===== src/rtl/mem_bus_arbiter.sv =====
// mem_bus_arbiter: shares one sram-like bus between instruction fetch (I) and data (D) requesters
// Ports: clk, resetn (async, active-low); inst_*/data_* requester-side sram ports;
//   bus_* downstream sram port; proto_err sticky flag for bus_data_ok with nothing outstanding.
// Optional: define ARB_PERF_CNT_EN to add perf_inst_grants, perf_data_grants, perf_full_stall counters.
module mem_bus_arbiter #(
  parameter int DEPTH = 4,
  parameter int STARVE_LIMIT = 3
) (
  input  logic        clk,
  input  logic        resetn,
  input  logic        inst_req,
  input  logic        inst_wr,
  input  logic [1:0]  inst_size,
  input  logic [3:0]  inst_wstrb,
  input  logic [31:0] inst_addr,
  input  logic [31:0] inst_wdata,
  output logic        inst_addr_ok,
  output logic        inst_data_ok,
  output logic [31:0] inst_rdata,
  input  logic        data_req,
  input  logic        data_wr,
  input  logic [1:0]  data_size,
  input  logic [3:0]  data_wstrb,
  input  logic [31:0] data_addr,
  input  logic [31:0] data_wdata,
  output logic        data_addr_ok,
  output logic        data_data_ok,
  output logic [31:0] data_rdata,
  output logic        bus_req,
  output logic        bus_wr,
  output logic [1:0]  bus_size,
  output logic [3:0]  bus_wstrb,
  output logic [31:0] bus_addr,
  output logic [31:0] bus_wdata,
  input  logic        bus_addr_ok,
  input  logic        bus_data_ok,
  input  logic [31:0] bus_rdata,
  output logic        proto_err
`ifdef ARB_PERF_CNT_EN
  ,
  output logic [31:0] perf_inst_grants,
  output logic [31:0] perf_data_grants,
  output logic [31:0] perf_full_stall
`endif
);
  localparam int AW = $clog2(DEPTH);
  localparam int SW = $clog2(STARVE_LIMIT + 2);
  typedef enum logic {ARB, HOLD} state_t;
  state_t state, state_nx;
  logic hold_id, gnt_id, gnt_v, force_i, full, push, pop, head;
  logic [AW:0] count;
  logic [AW-1:0] wp, rp;
  logic [SW-1:0] starve_cnt;
  logic fifo [DEPTH];
  assign full = count == (AW+1)'(DEPTH);
  assign force_i = STARVE_LIMIT != 0 && starve_cnt == SW'(STARVE_LIMIT) && inst_req;
  // HOLD keeps the grant on the requester waiting for addr_ok; full cannot occur there
  always_comb begin
    state_nx = state;
    gnt_id = hold_id;
    gnt_v = 1'b0;
    if (state == HOLD) begin
      gnt_v = hold_id ? data_req : inst_req;
      if (!gnt_v || bus_addr_ok) state_nx = ARB;
    end else if (!full) begin
      gnt_id = !force_i && data_req;
      gnt_v = force_i || data_req || inst_req;
      if (gnt_v && !bus_addr_ok) state_nx = HOLD;
    end
  end
  assign bus_req = gnt_v & resetn;
  assign push = bus_req & bus_addr_ok;
  assign pop = bus_data_ok & (count != '0) & resetn;
  assign head = fifo[rp];
  assign inst_addr_ok = push & !gnt_id;
  assign data_addr_ok = push & gnt_id;
  assign inst_data_ok = pop & !head;
  assign data_data_ok = pop & head;
  assign inst_rdata = bus_rdata;
  assign data_rdata = bus_rdata;
  assign bus_wr = gnt_id ? data_wr : inst_wr;
  assign bus_size = gnt_id ? data_size : inst_size;
  assign bus_wstrb = gnt_id ? data_wstrb : inst_wstrb;
  assign bus_addr = gnt_id ? data_addr : inst_addr;
  assign bus_wdata = gnt_id ? data_wdata : inst_wdata;
  always_ff @(posedge clk or negedge resetn)
    if (!resetn) begin
      state <= ARB;
      hold_id <= 1'b0;
      count <= '0;
      wp <= '0;
      rp <= '0;
      starve_cnt <= '0;
      proto_err <= 1'b0;
    end else begin
      state <= state_nx;
      if (state == ARB) hold_id <= gnt_id;
      count <= count + (AW+1)'(push) - (AW+1)'(pop);
      if (push) wp <= wp + 1'b1;
      if (pop) rp <= rp + 1'b1;
      if (bus_data_ok && count == '0) proto_err <= 1'b1;
      if (push && !gnt_id) starve_cnt <= '0;
      else if (push && inst_req && starve_cnt != SW'(STARVE_LIMIT)) starve_cnt <= starve_cnt + 1'b1;
    end
  always_ff @(posedge clk)
    if (push) fifo[wp] <= gnt_id;
`ifdef ARB_PERF_CNT_EN
  always_ff @(posedge clk or negedge resetn)
    if (!resetn) begin
      perf_inst_grants <= '0;
      perf_data_grants <= '0;
      perf_full_stall <= '0;
    end else begin
      if (inst_addr_ok) perf_inst_grants <= perf_inst_grants + 32'd1;
      if (data_addr_ok) perf_data_grants <= perf_data_grants + 32'd1;
      if ((inst_req || data_req) && full && state == ARB) perf_full_stall <= perf_full_stall + 32'd1;
    end
`endif
endmodule


===== config.mk =====
export PLATFORM = sky130hd
export DESIGN_NAME = mem_bus_arbiter
export DESIGN_NICKNAME = d
export VERILOG_FILES = /design/src/rtl/mem_bus_arbiter.sv
export SDC_FILE = /design/constraint.sdc
export NUM_CORES = 1
export LEC_CHECK = 0
export CAP_MARGIN = 20
export CORE_AREA = 8 8 118 120
export DETAILED_ROUTE_END_ITERATION = 6
export DIE_AREA = 0 0 126 128
export GPL_TIMING_DRIVEN = 0
export MAX_ROUTING_LAYER = met4
export PLACE_DENSITY = 0.69
export SLEW_MARGIN = 10
export SYNTH_ARGS = -nofsm -noshare
export SYNTH_HDL_FRONTEND = slang
export SYNTH_SLANG_ARGS = --single-unit
export TNS_END_PERCENT = 100

===== constraint.sdc =====
create_clock -name clk -period 5.1 [get_ports clk]
set_clock_uncertainty 0.05 [all_clocks]
set_input_delay 1.53 -clock clk [delete_from_list [all_inputs] [get_ports clk]]
set_output_delay 1.53 -clock clk [all_outputs]
set_load 0.03 [all_outputs]

## After elaboration in Yosys (flattened, before gate mapping)

Memory sizes are Yosys's and may differ from the RTL's.
Index checks and enable logic that the tools add are counted.

- Register bits: 13
- RAM bits: 4
- Input bits: 180
- Output and inout port bits: 141
- Memories kept: 1

Memory list:

| name | words | bits a word | rd ports | clocked after memory_dff | write ports | line | RTL |
|---|---|---|---|---|---|---|---|
| fifo | 4 | 1 | 1 | 0 | 1 | 54 | `logic fifo [DEPTH];` |

- $add $sub $neg: 5
- Eq/ne operators: 3
- Muxes and demuxes: 18
- Bitwise operators: 8
- Reductions and logical operators: 18

Operator list:

| kind | number |
|---|---|
| $mux 32 | 2 |
| $mux 1 | 12 |
| $and 1x1->1 | 8 |
| $logic_and 1x1->1 | 7 |
| $mux 3 | 2 |
| $logic_not 1->1 | 5 |
| $add 2x1->2 const B | 2 |
| $mux 4 | 1 |
| $add 3x1->3 | 1 |
| $add 3x1->3 const B | 1 |
| $eq 3x2->1 const B | 1 |
| $eq 3x3->1 const B | 1 |
| $logic_not 3->1 | 1 |
| $logic_or 1x1->1 | 3 |
| $ne 3x2->1 const B | 1 |
| $reduce_bool 3->1 | 1 |
| $sub 3x1->3 | 1 |
| $mux 2 | 1 |
| $reduce_bool 2->1 | 1 |

## Longest topological paths before layout

Gate-level depths: netlist of run 1.

- Depth in word-level cells: 12
- Depth in mapped cells: 9
- Depth with buffers taken out: 9

## Worst setup path after synthesis of run 1

Ideal clock, no wire load.

- Path kind: input to output
- Start point: input port inst_req
- End point: output port bus_addr[0]
- Data arrival time: 2628 ps
- Required time: 3520 ps
- Path slack: 892 ps
- Stages: 7
- Cells stage by stage: nand2_1 nand2_1 o31a_2 inv_2 buf_12 buf_12 mux2_4

- Longest elaborated chain between the ends: 6

Ends and longest elaborated chain:

| what | line | RTL |
|---|---|---|
| start, declared | 11 | `input logic inst_req,` |
| $logic_and 1x1->1 | 56 | `assign force_i = STARVE_LIMIT != 0 && starve_cnt == SW'(STARVE_LIMIT) && inst_req;` |
| $logic_not 1->1 | 66 | `gnt_id = !force_i && data_req;` |
| $logic_and 1x1->1 | 66 |  |
| $mux 1 | 65 | `end else if (!full) begin` |
| $mux 1 | 62 | `if (state == HOLD) begin` |
| $mux 32 | 84 | `assign bus_addr = gnt_id ? data_addr : inst_addr;` |
| end, declared | 33 | `output logic [31:0] bus_addr,` |

Every way passes these cells.

## Worst setup path after layout of run 1

- Start point: input port inst_req
- End point: output port bus_wdata[23]

- Longest elaborated chain between the ends: 6

Ends and longest elaborated chain:

| what | line | RTL |
|---|---|---|
| $logic_and 1x1->1 | 56 |  |
| $logic_not 1->1 | 66 |  |
| $logic_and 1x1->1 | 66 |  |
| $mux 1 | 65 |  |
| $mux 1 | 62 |  |
| via gnt_id | 50 | `logic hold_id, gnt_id, gnt_v, force_i, full, push, pop, head;` |
| $mux 32 | 85 | `assign bus_wdata = gnt_id ? data_wdata : inst_wdata;` |
| end, declared | 34 | `output logic [31:0] bus_wdata,` |

The timed path passes the listed nets, and every way through them passes these cells.

==> flow_metrics.py, run 1 <==
metrics = {
    "sta": {
        "slew_headroom_pct": 74.2,
        "final-max-slew-violation-count": 0,
        "final_setup_violation_count": 0,
        "clock.fmax_mhz": 200,
        "final_hold_violation_count": 0,
        "worst-slew-pin-transition_ns": 0.386,
        "finalCritPeriodShare_pct": 98.0,
        "period_minus_slack_ns": 5.00,
        "unrepaired_setup_endpoints_after_global_routing": "no",
        "post-route-worst-setup-slack_ns": 0.0995,
    },
    "logic_synthesis": {
        "synth_top_family_by_area": "multiplexers",
        "synth_adder_area_share_pct": 4.72,
        "yosys.area_share.simple_pct": 4.87,
        "synth_nets": 409,
        "async_reset_ff_share_pct": 76.5,
        "synth.mux.area_fraction_pct": 41.6,
        "synthesis.yosys.warnings": 0,
        "synth_enable_flop_cells": 4,
        "syn_inst": 220,
        "synth_xor_area_share_pct": 1.72,
        "yosys_most_used_dff": "sky130_fd_sc_hd__dfrtp_1",
        "yosysUniqueCellTypes": 32,
        "syn-cell-area_sq_um": 2540,
        "avgSynthCellArea_sq_um": 11.6,
        "ys_seq_area_share_pct": 17.5,
        "synth_compound_gate_area_share_pct": 2.90,
        "synth_seq_cells": 17,
    },
    "drt": {
        "viasPerCell": 3.96,
        "routed-via-count": 2619,
        "first_iter_violations": 60,
        "dr.pass1.iters": 4,
        "wirelength_um": 12300,
        "drtAntennaViolNets": 0,
        "routedWlPerCell_um": 18.5,
        "detail_route.drc_violations": 0,
    },
    "worst_setup_path": {
        "arrival_ns": 3.42,
        "critical_path.slowest_cell": "sky130_fd_sc_hd__clkdlybuf4s50_1",
        "r2r_setup_slack_ns": 2.69,
        "critical_path.most_common_cell": "sky130_fd_sc_hd__nand2_1",
        "cp_max_fo": 13,
        "critPathRequiredTime_ns": 3.52,
        "timing.critical_path.slowest_cell_delay_ns": 0.47,
        "critical_path.endpoint_type": "output pin",
        "cp_cell_sequence": "clkdlybuf4s50_1, nand2_1, nand2_1, o31a_2, inv_2, buf_6, mux2_2, dlygate4sd2_1",
        "worst_r2r_startpoint": "count[1]",
        "critical_path.reg2reg.endpoint": "count[2]",
        "timing.setup.critical_path_class": "input port to output pin",
        "crit_path_start_kind": "input port",
        "worstRegToRegCells": 9,
    },
    "layout": {
        "final_net_count": 702,
        "n_antenna_cell": 0,
        "mostFrequentLayoutCells": "214 x sky130_fd_sc_hd__clkdlybuf4s50_1, 64 x sky130_fd_sc_hd__buf_4, 60 x sky130_fd_sc_hd__mux2_4, 54 x sky130_fd_sc_hd__buf_2, 15 x sky130_fd_sc_hd__clkbuf_2",
        "final_layout_size_suffix_gt1_share_pct": 43.2,
        "layout.cells.most_common": "sky130_fd_sc_hd__clkdlybuf4s50_1",
        "syn2layout_area_growth_pct": 110,
        "final.fill_count": 1199,
        "post-route-util_pct": 43.8,
        "post-route-cell-area_sq_um": 5350,
    },
    "min_path": {
        "holdPathEnd": "proto_err",
        "worst_hold_startpoint": "proto_err",
        "worst_hold_path.num_cells": 1,
        "hold_wc_path_type": "flip-flop to flip-flop",
    },
    "placed_design": {
        "place_area_sq_um": 5610,
        "detailedPlace.worstSlack_ns": -0.358,
        "gpl.final_weighted_congestion": 0.851,
        "dp_hpwl_um": 11200,
        "numPortBuffers": 288,
    },
    "power_and_ir_drop": {
        "pwr_density_cell_nw_per_um2": 385,
        "p_leak_nw": 2.50,
        "ir_worst_vdd_uv": 146,
    },
    "floorplan": {
        "chipHeight_um": 128,
        "top_level_ports": 321,
        "start_util_pct": 20.8,
        "floorplan.die_area_sq_um": 16100,
        "fp.dieW_um": 126,
        "floorplan.rows": 41,
        "core_region_area_sq_um": 12200,
    },
    "global_route": {
        "number_of_global_route_vias_before_repair": 2912,
        "number_of_antenna_violations_at_the_first_check_in_global_routing": 0,
        "globalRouteOverflowTotal": 0,
        "pin_count_of_the_biggest_net_entering_global_routing": 17,
        "grt_util_all_layers_pct": 14.3,
        "global_route_wire_length_before_repair_um": 17500,
    },
    "clock_tree": {
        "cts_tree": "yes",
        "tritoncts.num_buffers": 3,
        "clock_latency_ns": 0.25,
        "root_buffer": "sky130_fd_sc_hd__clkbuf_16",
        "max-clock-path-buffers": 2,
        "clock_sinks": 17,
        "ctsHtreeMaxLevel": 1,
        "cts.reportedPaths.clkPinSlew_ns": 0.05,
        "post_cts.repair.setup_buffers": 0,
    },
    "outcome": {
        "run_status": "complete, no violations",
    },
    "job": {
        "max-cap-violations": 0,
    },
}
## worst max-delay path: cells and delay by family
| family | cells | cell delay, ns |
|---|---|---|
| simple gates | 2 | 0.14 |
| mux | 1 | 0.34 |
| compound gates | 1 | 0.32 |
| buf+inv | 4 | 1.09 |
## through the flow
stage / total power [mW] / std cells / TNS [ns] / hold slack, ns
finish: 2.06 / 662 / 0 / 0.425
global route: 2.18 / 662 / 0 / 0.453
global placement: 2.07 / 658 / -17.71 / 0.421
detailed placement: 2.09 / 658 / -18.37 / 0.419
floorplan: 1.46 / 220 / 0 / 0.402
CTS: 2.19 / 662 / 0 / 0.434
## synthesized netlist by cell type, types with 2 or more instances
cell type	number	area, sq um
sky130_fd_sc_hd__edfxtp_1	4	120
sky130_fd_sc_hd__o21bai_1	2	15.0
sky130_fd_sc_hd__buf_4	65	488
sky130_fd_sc_hd__nand2_1	4	15.0
sky130_fd_sc_hd__buf_12	7	140
sky130_fd_sc_hd__ha_1	8	100
sky130_fd_sc_hd__dfrtp_1	13	325
sky130_fd_sc_hd__mux2_2	11	124
sky130_fd_sc_hd__nand3_1	2	10.0
sky130_fd_sc_hd__o21ai_0	2	10.0
sky130_fd_sc_hd__xnor2_1	4	35.0
sky130_fd_sc_hd__mux2_4	60	901
sky130_fd_sc_hd__and2_1	7	43.8
sky130_fd_sc_hd__nor2b_1	3	18.8
sky130_fd_sc_hd__inv_1	11	41.3
## worst max-delay path by stage
stage	endpoint	start	slack (ns)	cells past startpoint
5_1_grt	bus_wdata[22]	inst_req	0.002	8
3_5_place_dp	inst_addr_ok	resetn	-0.36	5
6_report	bus_wdata[23]	inst_req	0.1	8
2_1_floorplan	bus_addr[0]	inst_req	0.89	7
3_3_place_gp	inst_addr_ok	resetn	-0.34	5
4_1_cts	bus_addr[16]	inst_req	0.002	9
## layout make-up
cell class / count / area (sq um) / area share [%]
Buffer: 73 / 637 / 11.9
Timing Repair Buffer: 288 / 2540 / 47.4
Clock buffer: 3 / 75.1 / 1.40
Tap cell: 150 / 188 / 3.51
Inverter: 12 / 45.0 / 0.842
Sequential cell: 17 / 445 / 8.32
Multi-Input combinational cell: 118 / 1420 / 26.5
Clock inverter: 1 / 5.00 / 0.0935
## repair_timing
item	in CTS	in global routing
hold buffers	0	0
endpoints found under the setup margin	75	73
gates resized for setup	188	131
## flip-flops by register name, summed over array words and instances, names as in the netlist
name	count
count	3
fifo	4
hold_id	1
proto_err	1
rp	2
starve_cnt	3
state	1
wp	2
## power by group
| part | leakage, nW | internal, mW | switching, mW |
|---|---|---|---|
| logic | 2.27 | 0.805 | 0.864 |
| registers | 0.194 | 0.195 | 0.0404 |
| clock network | 0.0409 | 0.105 | 0.0514 |
## layer usage
metal	routed length, um	GRT usage, %	up-vias	share of wire (%)
met5	0	-	-	0
met4	57	2.19	0	0.46
met3	941	3.33	6	7.7
met2	6230	24.3	155	51
met1	5030	17.3	1191	41
li1	-	-	1267	-
## cell families (layout without fill, tap and decap cells)
logic type | Yosys count | in the layout
AO/OA/AOI/OAI | 10 | 10
XOR/XNOR | 5 | 5
adder cells (fa/ha/maj) | 9 | 9
buffers and inverters | 85 | 377
flip-flops | 17 | 17
multiplexers | 73 | 73
AND/OR/NAND/NOR | 21 | 21
(Power assumes the default switching activity.)
==> inputs of run 2 (changes only) <==
Settings changed: CAP_MARGIN 20 to 10, CORE_AREA 8 8 118 120 to 8 8 119 121, DIE_AREA 0 0 126 128 to 0 0 127 129, PLACE_DENSITY 0.69 to 0.68.
Clock period 5.1 ns to 5.5 ns, I/O delays scaled along.
==> run 2 against run 1 <==
First-iteration DRC count rose by 13%. Routed wire length rose by 11%. Via count rose by 1.5%. Non-clock buffer count did not move. Power fell by 4.8%. Cell area rose by 5.1%. Die area rose by 1.6%. Global-route usage rose by 1.1 points. Setup slack got worse by 0.011 ns. Count of clock-buffer cells in the layout did not move. Combinational power fell by 5%. Sequential cell count did not move. Critical path type unchanged.
==> flow_metrics.py, run 2 (synthesis gave the netlist of run 1 again) <==
metrics = {
    "placed_design": {
        "gpl.final_weighted_congestion": 0.845,
        "dp_hpwl_um": 12600,
        "place_area_sq_um": 5610,
        "numPortBuffers": 288,
    },
    "worst_setup_path": {
        "critical_path.slowest_cell": "sky130_fd_sc_hd__clkdlybuf4s50_1",
        "cp_max_fo": 10,
        "critical_path.endpoint_type": "output pin",
        "timing.critical_path.buf_inv": 4,
        "critPathRequiredTime_ns": 3.80,
        "worstRegToRegCells": 9,
        "timing.setup.critical_path_class": "input port to output pin",
        "r2r_setup_slack_ns": 3.09,
        "timing.critical_path.max_delay_family": "buffers and inverters",
        "timing.critical_path.slowest_cell_delay_ns": 0.69,
        "crit_path_start_kind": "input port",
        "cp_cell_sequence": "clkdlybuf4s50_1, nand2_1, nand2_1, o31a_2, inv_2, buf_12, and2_2, clkdlybuf4s50_1",
        "arrival_ns": 3.71,
        "worst-path-stages": 8,
    },
    "clock_tree": {
        "ctsHtreeMaxLevel": 1,
        "cts_tree": "yes",
        "post_cts.repair.setup_buffers": 0,
        "max-clock-path-buffers": 2,
        "root_buffer": "sky130_fd_sc_hd__clkbuf_16",
        "clock_sinks": 17,
        "cts.reportedPaths.clkPinSlew_ns": 0.06,
        "tritoncts.num_buffers": 3,
        "cts_hold_repair.buffers": 0,
        "clock_latency_ns": 0.25,
    },
    "min_path": {
        "hold_wc_path_type": "flip-flop to flip-flop",
        "worst_hold_path.num_cells": 1,
    },
    "global_route": {
        "grtUsageMet1_pct": 17.9,
        "number_of_global_route_vias_before_repair": 2835,
        "globalRouteOverflowTotal": 0,
        "number_of_antenna_violations_at_the_first_check_in_global_routing": 6,
        "grt_met2_use_pct": 25.4,
        "globalRouteMet3Util_pct": 5.96,
        "grt_util_all_layers_pct": 15.4,
        "global_route_wire_length_before_repair_um": 18600,
        "top_usage_layer": "met2",
        "pin_count_of_the_biggest_net_entering_global_routing": 17,
    },
    "layout": {
        "post-route-cell-area_sq_um": 5630,
        "final_layout_size_suffix_gt1_share_pct": 29.9,
        "post-route-util_pct": 45.7,
        "syn2layout_area_growth_pct": 121,
        "top_regs": "fifo x4, count x3, starve_cnt x3",
        "layout.cells.most_common": "sky130_fd_sc_hd__clkdlybuf4s50_1",
        "final_net_count": 702,
        "regMostFlops": "fifo",
        "largest_register_ff_count": 4,
        "mostFrequentLayoutCells": "215 x sky130_fd_sc_hd__clkdlybuf4s50_1, 71 x sky130_fd_sc_hd__dlygate4sd2_1, 65 x sky130_fd_sc_hd__buf_4, 60 x sky130_fd_sc_hd__mux2_4, 13 x sky130_fd_sc_hd__dfrtp_1",
    },
    "drt": {
        "routed-via-count": 2658,
        "drtAntennaViolNets": 0,
        "routedWlPerCell_um": 20.4,
        "dr.pass1.iters": 4,
        "viasPerCell": 3.97,
        "detail_route.drc_violations": 0,
        "first_iter_violations": 68,
        "wirelength_um": 13600,
    },
    "sta": {
        "final_setup_violation_count": 0,
        "final_hold_violation_count": 0,
        "period_minus_slack_ns": 5.41,
        "unrepaired_setup_endpoints_after_global_routing": "no",
        "final-max-slew-violation-count": 0,
        "worst-slew-pin-transition_ns": 0.685,
        "clock.fmax_mhz": 185,
        "finalCritPeriodShare_pct": 98.4,
        "slew_headroom_pct": 54.3,
    },
    "floorplan": {
        "chipHeight_um": 129,
        "fp.dieW_um": 127,
        "floorplan.die_area_sq_um": 16400,
        "start_util_pct": 20.7,
        "core_region_area_sq_um": 12300,
        "top_level_ports": 321,
        "floorplan.rows": 41,
    },
    "power_and_ir_drop": {
        "ir_worst_vdd_uv": 166,
        "pwr_density_cell_nw_per_um2": 349,
        "p_leak_nw": 2.59,
    },
    "job": {
        "max-cap-violations": 0,
    },
    "outcome": {
        "run_status": "complete, no violations",
    },
}
==> run 2: path summary, 6_finish.rpt <==
kind / from / end
setup / recovery: inst_req / data_addr_ok
hold / removal: rp[1] / rp[1]
setup reg to reg: count[1] / count[2]
hold reg to reg: rp[1] / rp[1]
max in group asynchronous: resetn / state
min in group asynchronous: resetn / wp[0]
==> run 2: what timing repair did <==
item	in CTS	in global routing
pin swaps	0	0
setup endpoints to repair	74	1
gates resized for setup	72	2
==> run 2: report_power, final <==
part	internal, mW	total (mW)	switching (mW)
Sequential	0.181	0.218	0.0374
Clock	0.0982	0.152	0.0535
Combinational	0.783	1.59	0.809
Total	1.06	1.96	0.900
==> run 2: worst reg2reg max path: stages (launching register included) <==
cell and delay (ns):
sky130_fd_sc_hd__dfrtp_1 0.42, sky130_fd_sc_hd__or3_1 0.40, sky130_fd_sc_hd__nand3_1 0.15, sky130_fd_sc_hd__inv_1 0.11, sky130_fd_sc_hd__ha_1 0.28, sky130_fd_sc_hd__inv_1 0.04, sky130_fd_sc_hd__ha_1 0.18, sky130_fd_sc_hd__fa_1 0.38
sky130_fd_sc_hd__xor2_1 0.16, sky130_fd_sc_hd__xnor2_1 0.12
==> run 2: metrics by stage <==
stage	setup TNS, ns	hold slack (ns)	setup WS (ns)	power (mW)	cells
3_5_place_dp	-6.95	0.429	-0.213	1.95	658
2_1_floorplan	0	0.402	1.05	1.35	220
3_3_place_gp	-6.21	0.414	-0.179	1.93	658
6_report	0	0.432	0.0884	1.96	669
5_1_grt	0	0.451	0.0313	2.06	668
4_1_cts	0	0.436	0.0233	1.99	662
==> run 2: cell type report <==
| cell class | count | area, sq um |
|---|---|---|
| antenna | 7 | 17.5 |
| buffer | 73 | 633 |
| clock buffer | 3 | 75.1 |
| clock inverter | 1 | 7.51 |
| fill | 1184 | 6690 |
| inverter | 12 | 45.0 |
| multi-input combinational | 118 | 1420 |
| sequential | 17 | 445 |
| tap | 150 | 188 |
| timing repair buffer | 288 | 2800 |
==> run 2: routing by layer <==
metal / vias to the layer above / share of wire, %
met2: 160 / 48
met4: 0 / 0.76
met3: 10 / 11
li1: 1280 / -
met5: - / 0
met1: 1208 / 41
